File: config.mk
export PLATFORM = sky130hd
export DESIGN_NAME = err_gen
export DESIGN_NICKNAME = d
export VERILOG_FILES = /design/src/rtl/crc32_pkg.sv /design/src/rtl/err_gen.sv
export SDC_FILE = /design/constraint.sdc
export NUM_CORES = 2
export LEC_CHECK = 0
export CORE_AREA = 5 5 425 427
export DETAILED_ROUTE_END_ITERATION = 16
export DIE_AREA = 0 0 430 432
export RECOVER_POWER = 100
export SLEW_MARGIN = 10
export SYNTH_ARGS = -nofsm -noshare
export SYNTH_HDL_FRONTEND = slang
export SYNTH_SLANG_ARGS = --single-unit
File: constraint.sdc
create_clock -name clk -period 6.23 [get_ports clk]
set_clock_uncertainty 0.1 [all_clocks]
set_input_delay 0.9345 -clock clk [delete_from_list [all_inputs] [get_ports clk]]
set_output_delay 0.9345 -clock clk [all_outputs]
set_load 0.01 [all_outputs]
File: src/rtl/crc32_pkg.sv
// Shared CRC-32 definitions for the 512-bit datapath: widths, the parallel
// coefficient matrix, and the reference checksum function used by the encoder.
package crc32_pkg;

    localparam int DATA_WIDTH = 512;
    localparam int CRC_WIDTH  = 32;
    localparam int CW_WIDTH   = DATA_WIDTH + CRC_WIDTH;

    localparam logic [CRC_WIDTH-1:0] ROW0_LO  = 32'hEA000001;
    localparam logic [CRC_WIDTH-1:0] ROW31_LO = 32'hF5000000;
    localparam logic [CRC_WIDTH-1:0] COL0     = 32'h000000AF;

    typedef logic [CRC_WIDTH-1:0][DATA_WIDTH-1:0] crc_table_t;

    typedef struct packed {
        logic [CRC_WIDTH-1:0]  checksum;
        logic [DATA_WIDTH-1:0] data;
    } codeword_t;

    // Column j is the checksum contribution of data bit j. Bits [29:12] hold
    // {j, ~j}, so every column past 0 is unique and has weight >= 9; that keeps
    // all 1- and 2-bit codeword corruptions visible in the syndrome.
    function automatic logic [CRC_WIDTH-1:0] coeff_col(input int j);
        logic [CRC_WIDTH-1:0] c;
        logic [8:0]           jj;
        jj = 9'(j);
        c  = '0;
        if (j == 0) begin
            c = COL0;
        end else begin
            c[0]     = (j < 32) ? ROW0_LO[jj[4:0]] : jj[0];
            c[11:1]  = 11'(j * 13);
            c[20:12] = ~jj;
            c[29:21] = jj;
            c[30]    = jj[0] ^ jj[3];
            c[31]    = (j < 32) ? ROW31_LO[jj[4:0]] : (jj[1] ^ jj[5]);
        end
        return c;
    endfunction

    function automatic crc_table_t build_table();
        crc_table_t           t;
        logic [CRC_WIDTH-1:0] col;
        t = '0;
        for (int j = 0; j < DATA_WIDTH; j++) begin
            col = coeff_col(j);
            for (int i = 0; i < CRC_WIDTH; i++) t[i][j] = col[i];
        end
        return t;
    endfunction

    localparam crc_table_t CRC_COEFF_TABLE = build_table();

    function automatic logic [CRC_WIDTH-1:0] crc32_calc(input logic [DATA_WIDTH-1:0] data);
        logic [CRC_WIDTH-1:0] c;
        for (int i = 0; i < CRC_WIDTH; i++) c[i] = ^(data & CRC_COEFF_TABLE[i]);
        return c;
    endfunction

endpackage

File: src/rtl/err_gen.sv
// Companion fault injector: passes codewords through one register stage and,
// under an internal LFSR, flips zero, one or two distinct codeword bits.
module err_gen
    import crc32_pkg::*;
(
    input  logic                  clk,
    input  logic                  rst_n,
    input  logic                  valid_i,
    input  logic [DATA_WIDTH-1:0] data_i,
    input  logic [CRC_WIDTH-1:0]  checksum_i,
    output logic                  valid_o,
    output logic [DATA_WIDTH-1:0] data_o,
    output logic [CRC_WIDTH-1:0]  checksum_o,
    output logic                  corrupted_o
);

    localparam logic [31:0] LFSR_SEED = 32'h1D872B41;
    localparam logic [31:0] LFSR_POLY = 32'h04C11DB7;

    logic [31:0]         lfsr, lfsr_nxt;
    logic [1:0]          mode;
    logic [9:0]          pos0, pos1;
    logic [10:0]         sum;
    logic [CW_WIDTH-1:0] flip;
    codeword_t           cw;

    // mode 0: clean, 1: one flip, 2/3: two flips. pos1 is pos0 plus an odd
    // offset below 32, wrapped into the codeword, so the two never coincide.
    always_comb begin
        lfsr_nxt = lfsr;
        for (int k = 0; k < 16; k++)
            lfsr_nxt = {lfsr_nxt[30:0], 1'b0} ^ (lfsr_nxt[31] ? LFSR_POLY : 32'h0);
        mode = lfsr[1:0];
        pos0 = (lfsr[11:2] >= 10'(CW_WIDTH)) ? (lfsr[11:2] - 10'd512) : lfsr[11:2];
        sum  = {1'b0, pos0} + {6'd0, lfsr[15:12], 1'b1};
        pos1 = (sum >= 11'(CW_WIDTH)) ? 10'(sum - 11'(CW_WIDTH)) : sum[9:0];
        flip = '0;
        if (mode != 2'd0) flip[pos0] = 1'b1;
        if (mode[1])      flip[pos1] = 1'b1;
        cw = codeword_t'({checksum_i, data_i} ^ flip);
    end

    always_ff @(posedge clk or negedge rst_n) begin
        if (!rst_n) begin
            lfsr        <= LFSR_SEED;
            valid_o     <= 1'b0;
            data_o      <= '0;
            checksum_o  <= '0;
            corrupted_o <= 1'b0;
        end else begin
            valid_o <= valid_i;
            if (valid_i) begin
                lfsr        <= lfsr_nxt;
                data_o      <= cw.data;
                checksum_o  <= cw.checksum;
                corrupted_o <= (mode != 2'd0);
            end
        end
    end

endmodule

==> impl_metrics.csv <==
group,metric,value,unit
routing,drc,0,
clock_tree,clk_pin_slew,0.06,ns
clock_tree,cts_hold_buf,0,
layout,area_growth,42.0,%
synthesis,synth.avg_cell_area,8.40,µm²
timing,slew_headroom,-2.30,
worst_setup_path,crit_chain,"ha_1 -> o211ai_1 -> o21ai_2 -> nand3_1 -> buf_4 -> nand2_4 -> inv_1 -> ha_1 -> o2111ai_1 -> o211ai_1 -> o211ai_4 -> clkbuf_4 -> a21oi_1 -> a221o_1 -> nand3_1",
power,p_leak,21.8,nW
synthesis,synth_area_leaders,"dfrtp_1, nand2_1, nand3_1, mux2_2, clkbuf_1",
clock_tree,cts_buffers,80,
die,initial_core_util,0.231,
worst_setup_path,crit_family,"compound AO/OA/AOI/OAI gates",
clock_tree,htree_levels,3,
timing,timing_worst_slew_pin_value,4.95,ns
worst_setup_path,slowest_stage,"clkbuf_4",
layout,layout.nets,6256,
power,peakVddDrop,0.877,mV
worst_setup_path,startpoint,"lfsr[6]",
clock_tree,clk_path_buf_depth,3,
synthesis,ys_ff_latch,578,
worst_setup_path,r2r_start,"lfsr[6]",
placed_design,port_buffers,1092,
worst_setup_path,r2r_cells,15,
placed_design,hpwl,211000,µm
layout,drive_above_1_share,0.113,
routing,ant_nets,0,
clock_tree,clk_latency,0.73,ns
synthesis,ys_async_sr_fraction,1.00,
synthesis,synth_top_cell_by_area,"dfrtp_1",
power,clkPwrFrac,0.197,
worst_setup_path,slowest_delay,0.92,ns
clock_tree,cts_tree,"yes",
timing,timing.final.crit_period,5.78,ns
timing,maxSlewViolCount,237,
die,core_area,176000,µm²
synthesis,synth_top_flop_cell,"dfrtp_1",
power,pwr-share-comb,0.618,
timing,fmax,173,MHz
worst_setup_path,endpoint,"data_o[160]",
worst_setup_path,cp.depth,15,
job,maxCapViolCount,3,
layout,fillers,18300,
worst_setup_path,reg2reg_to,"data_o[160]",
routing,vias_per_cell,5.79,
synthesis,synth_edf_count,0,
timing,rsz0062_at_grt,"no",
status,status,"finished, violations left",
power,switchingPower,0.0146,W
layout,layout_commonest_cell,"nand2_1",
die,ioPinCount,1093,
worst_setup_path,crit_type,"flip-flop to flip-flop",
power,p_per_area,464,nW/µm²
routing,drt_pass1_iterations,6,
synthesis,syn-num-nets,5377,
timing,timing.final.crit_share,0.928,
clock_tree,clock-sinks,578,
die,die_w,430,µm
power,internal-power,0.0121,W
power,finalPower,0.0267,W
global_routing,grt-ovfl-total,0,
clock_tree,cts-root-buf,"clkbuf_16",
placed_design,place.gp.congestion,0.935,
routing,via_count,47300,
die,rows,154,
timing,fin_hold_ws,0.377,ns
die,die_area,186000,µm²
synthesis,synth_top_area_frac,0.348,
synthesis,syn_inst,4825,
global_routing,first_global_vias,44700,
timing,hold_viol,0,
power,seqPwrFrac,0.185,
clock_tree,cts_resized,0,
global_routing,grt_first_pass_wirelength,381000,µm
worst_setup_path,path_buf_inv,3,
worst_setup_path,start_kind,"flip-flop",
layout,post-route-util,0.328,
synthesis,ys_seq_area_frac,0.357,
worst_setup_path,end_kind,"flip-flop",
timing,setup_violations,0,
routing,initialDrtViolationCount,5976,
worst_setup_path,r2r_slack,0.45,ns
clock_tree,cts_setup_buffers,0,
die,die_height,432,µm
synthesis,synth_area,40500,µm²
global_routing,grt_max_degree,161,
global_routing,antenna_found_initial,73,
global_routing,grt_usage,0.292,
routing,drt-total-wl,287000,µm
status,violations,"capacitance limit, slew limit",
worst_setup_path,critPathRequiredTime,6.77,ns
layout,final_cell_mix,"nand2_1, dfrtp_1, dlygate4sd3_1, clkdlybuf4s50_1, nand3_1",
routing,route.detailed.wl_per_inst,35.2,µm
min_path,holdCritPathClass,"flip-flop to flip-flop",
synthesis,synth.distinct_cells,79,
worst_setup_path,worstPathMaxFanout,71,
synthesis,yosys_warnings,0,
timing,fin_setup_tns,0,ns
worst_setup_path,cp_data_arrival_time,6.32,ns
power,switching_share,0.547,
[cell type report]
cell class                 instances  area, µm²  area share
multi-input combinational       3752      24600       0.427
sequential                       578      14500       0.252
timing repair buffer            1285      12500       0.217
tap                             2340       2930      0.0509
clock buffer                     111       2270      0.0394
clock inverter                    35        636      0.0110
antenna                           54        135     0.00235
inverter                           7       33.8    0.000587
[power groups by stage]
| stage | Combinational (W) | Clock, W | Sequential, W |
|---|---|---|---|
| 2_1_floorplan | 0.00927 | 0 | 0.00489 |
| 3_5_place_dp | 0.0165 | 0 | 0.00500 |
| 3_3_place_gp | 0.0165 | 0 | 0.00500 |
| 4_1_cts | 0.0166 | 0.00531 | 0.00495 |
| 5_1_grt | 0.0171 | 0.00544 | 0.00499 |
| 6_report | 0.0165 | 0.00525 | 0.00495 |
[cells by family (layout without fill, tap and decap cells)]
| kind of cell | after synthesis | count (layout) | share of synthesized area |
|---|---|---|---|
| AOI/OAI and AO/OA | 1216 | 1216 | 0.225 |
| xor gates and xnor gates | 261 | 261 | 0.0573 |
| adders and majority gates | 6 | 6 | 0.00179 |
| buffers and inverters | 495 | 1438 | 0.0485 |
| DFF | 578 | 578 | 0.357 |
| muxes | 285 | 285 | 0.0747 |
| other | 0 | 54 | 0 |
| and+or+nand+nor | 1984 | 1984 | 0.235 |
[tightest hold or removal path: stages, from the launching register on]
cell     delay (ns)
dfrtp_1        0.34
nand2_1        0.05
o31ai_1        0.05
[registers in the layout (all words and copies together) (netlist names)]
| register | flops |
|---|---|
| checksum_o | 32 |
| data_o | 512 |
| corrupted_o | 1 |
| lfsr | 32 |
| valid_o | 1 |
[cells in the mapped netlist (9+ instances only)]
cell and instances:
nand2_1 704, dfrtp_1 564, clkbuf_1 401, nand3_1 349, nor2_1 343, a21oi_1 187
xor2_1 150, mux2i_1 146, a32oi_1 142, mux2_2 139, o31ai_1 129, o211ai_1 127
nor3_1 115, nor4_1 107, xnor2_1 107, and3b_1 105, a21boi_0 103, o21ai_0 98
or3_1 93, nor2b_1 88, a31o_2 84, o22ai_1 65, buf_2 58, a221o_1 48
a211oi_1 45, a2111oi_0 40, o2111ai_1 28, nand4_1 22, buf_1 21, o41ai_1 21
o41ai_2 20, dfstp_2 14, a2111o_1 11, or4_1 11, a21o_1 9, and3_1 9
nand3b_1 9, o21ai_1 9
[metrics by stage]
step / std cells / worst slack (ns) / instance area (µm²)
finish: 8162 / 0.450 / 57600
floorplan: 4825 / 1.77 / 40500
global route: 8151 / 0.183 / 57500
global placement: 7959 / 0.759 / 54800
detailed placement: 7962 / 0.656 / 54800
CTS: 8108 / 0.620 / 57700
[how the worst min path moves through the flow]
stage                            from     endpoint  slack [ns]  depth (start not counted)
after detailed placement  data_o[385]  data_o[385]        0.37                          2
after global routing      data_o[430]  data_o[430]        0.39                          2
final                     data_o[409]  data_o[409]        0.38                          2
after global placement    data_o[409]  data_o[409]        0.36                          2
after floorplan              lfsr[11]     lfsr[11]        0.42                          2
after CTS                       rst_n  data_o[484]        0.15                          1
[layer usage]
metal  routed length, µm  vias up  track usage
met5                 118        -            0
met4               22300       18        0.200
met3               27200      792       0.0804
met2              129000     3205        0.453
met1              109000    23500        0.351
li1                    -    19700            -
(Power assumes the default switching activity.)
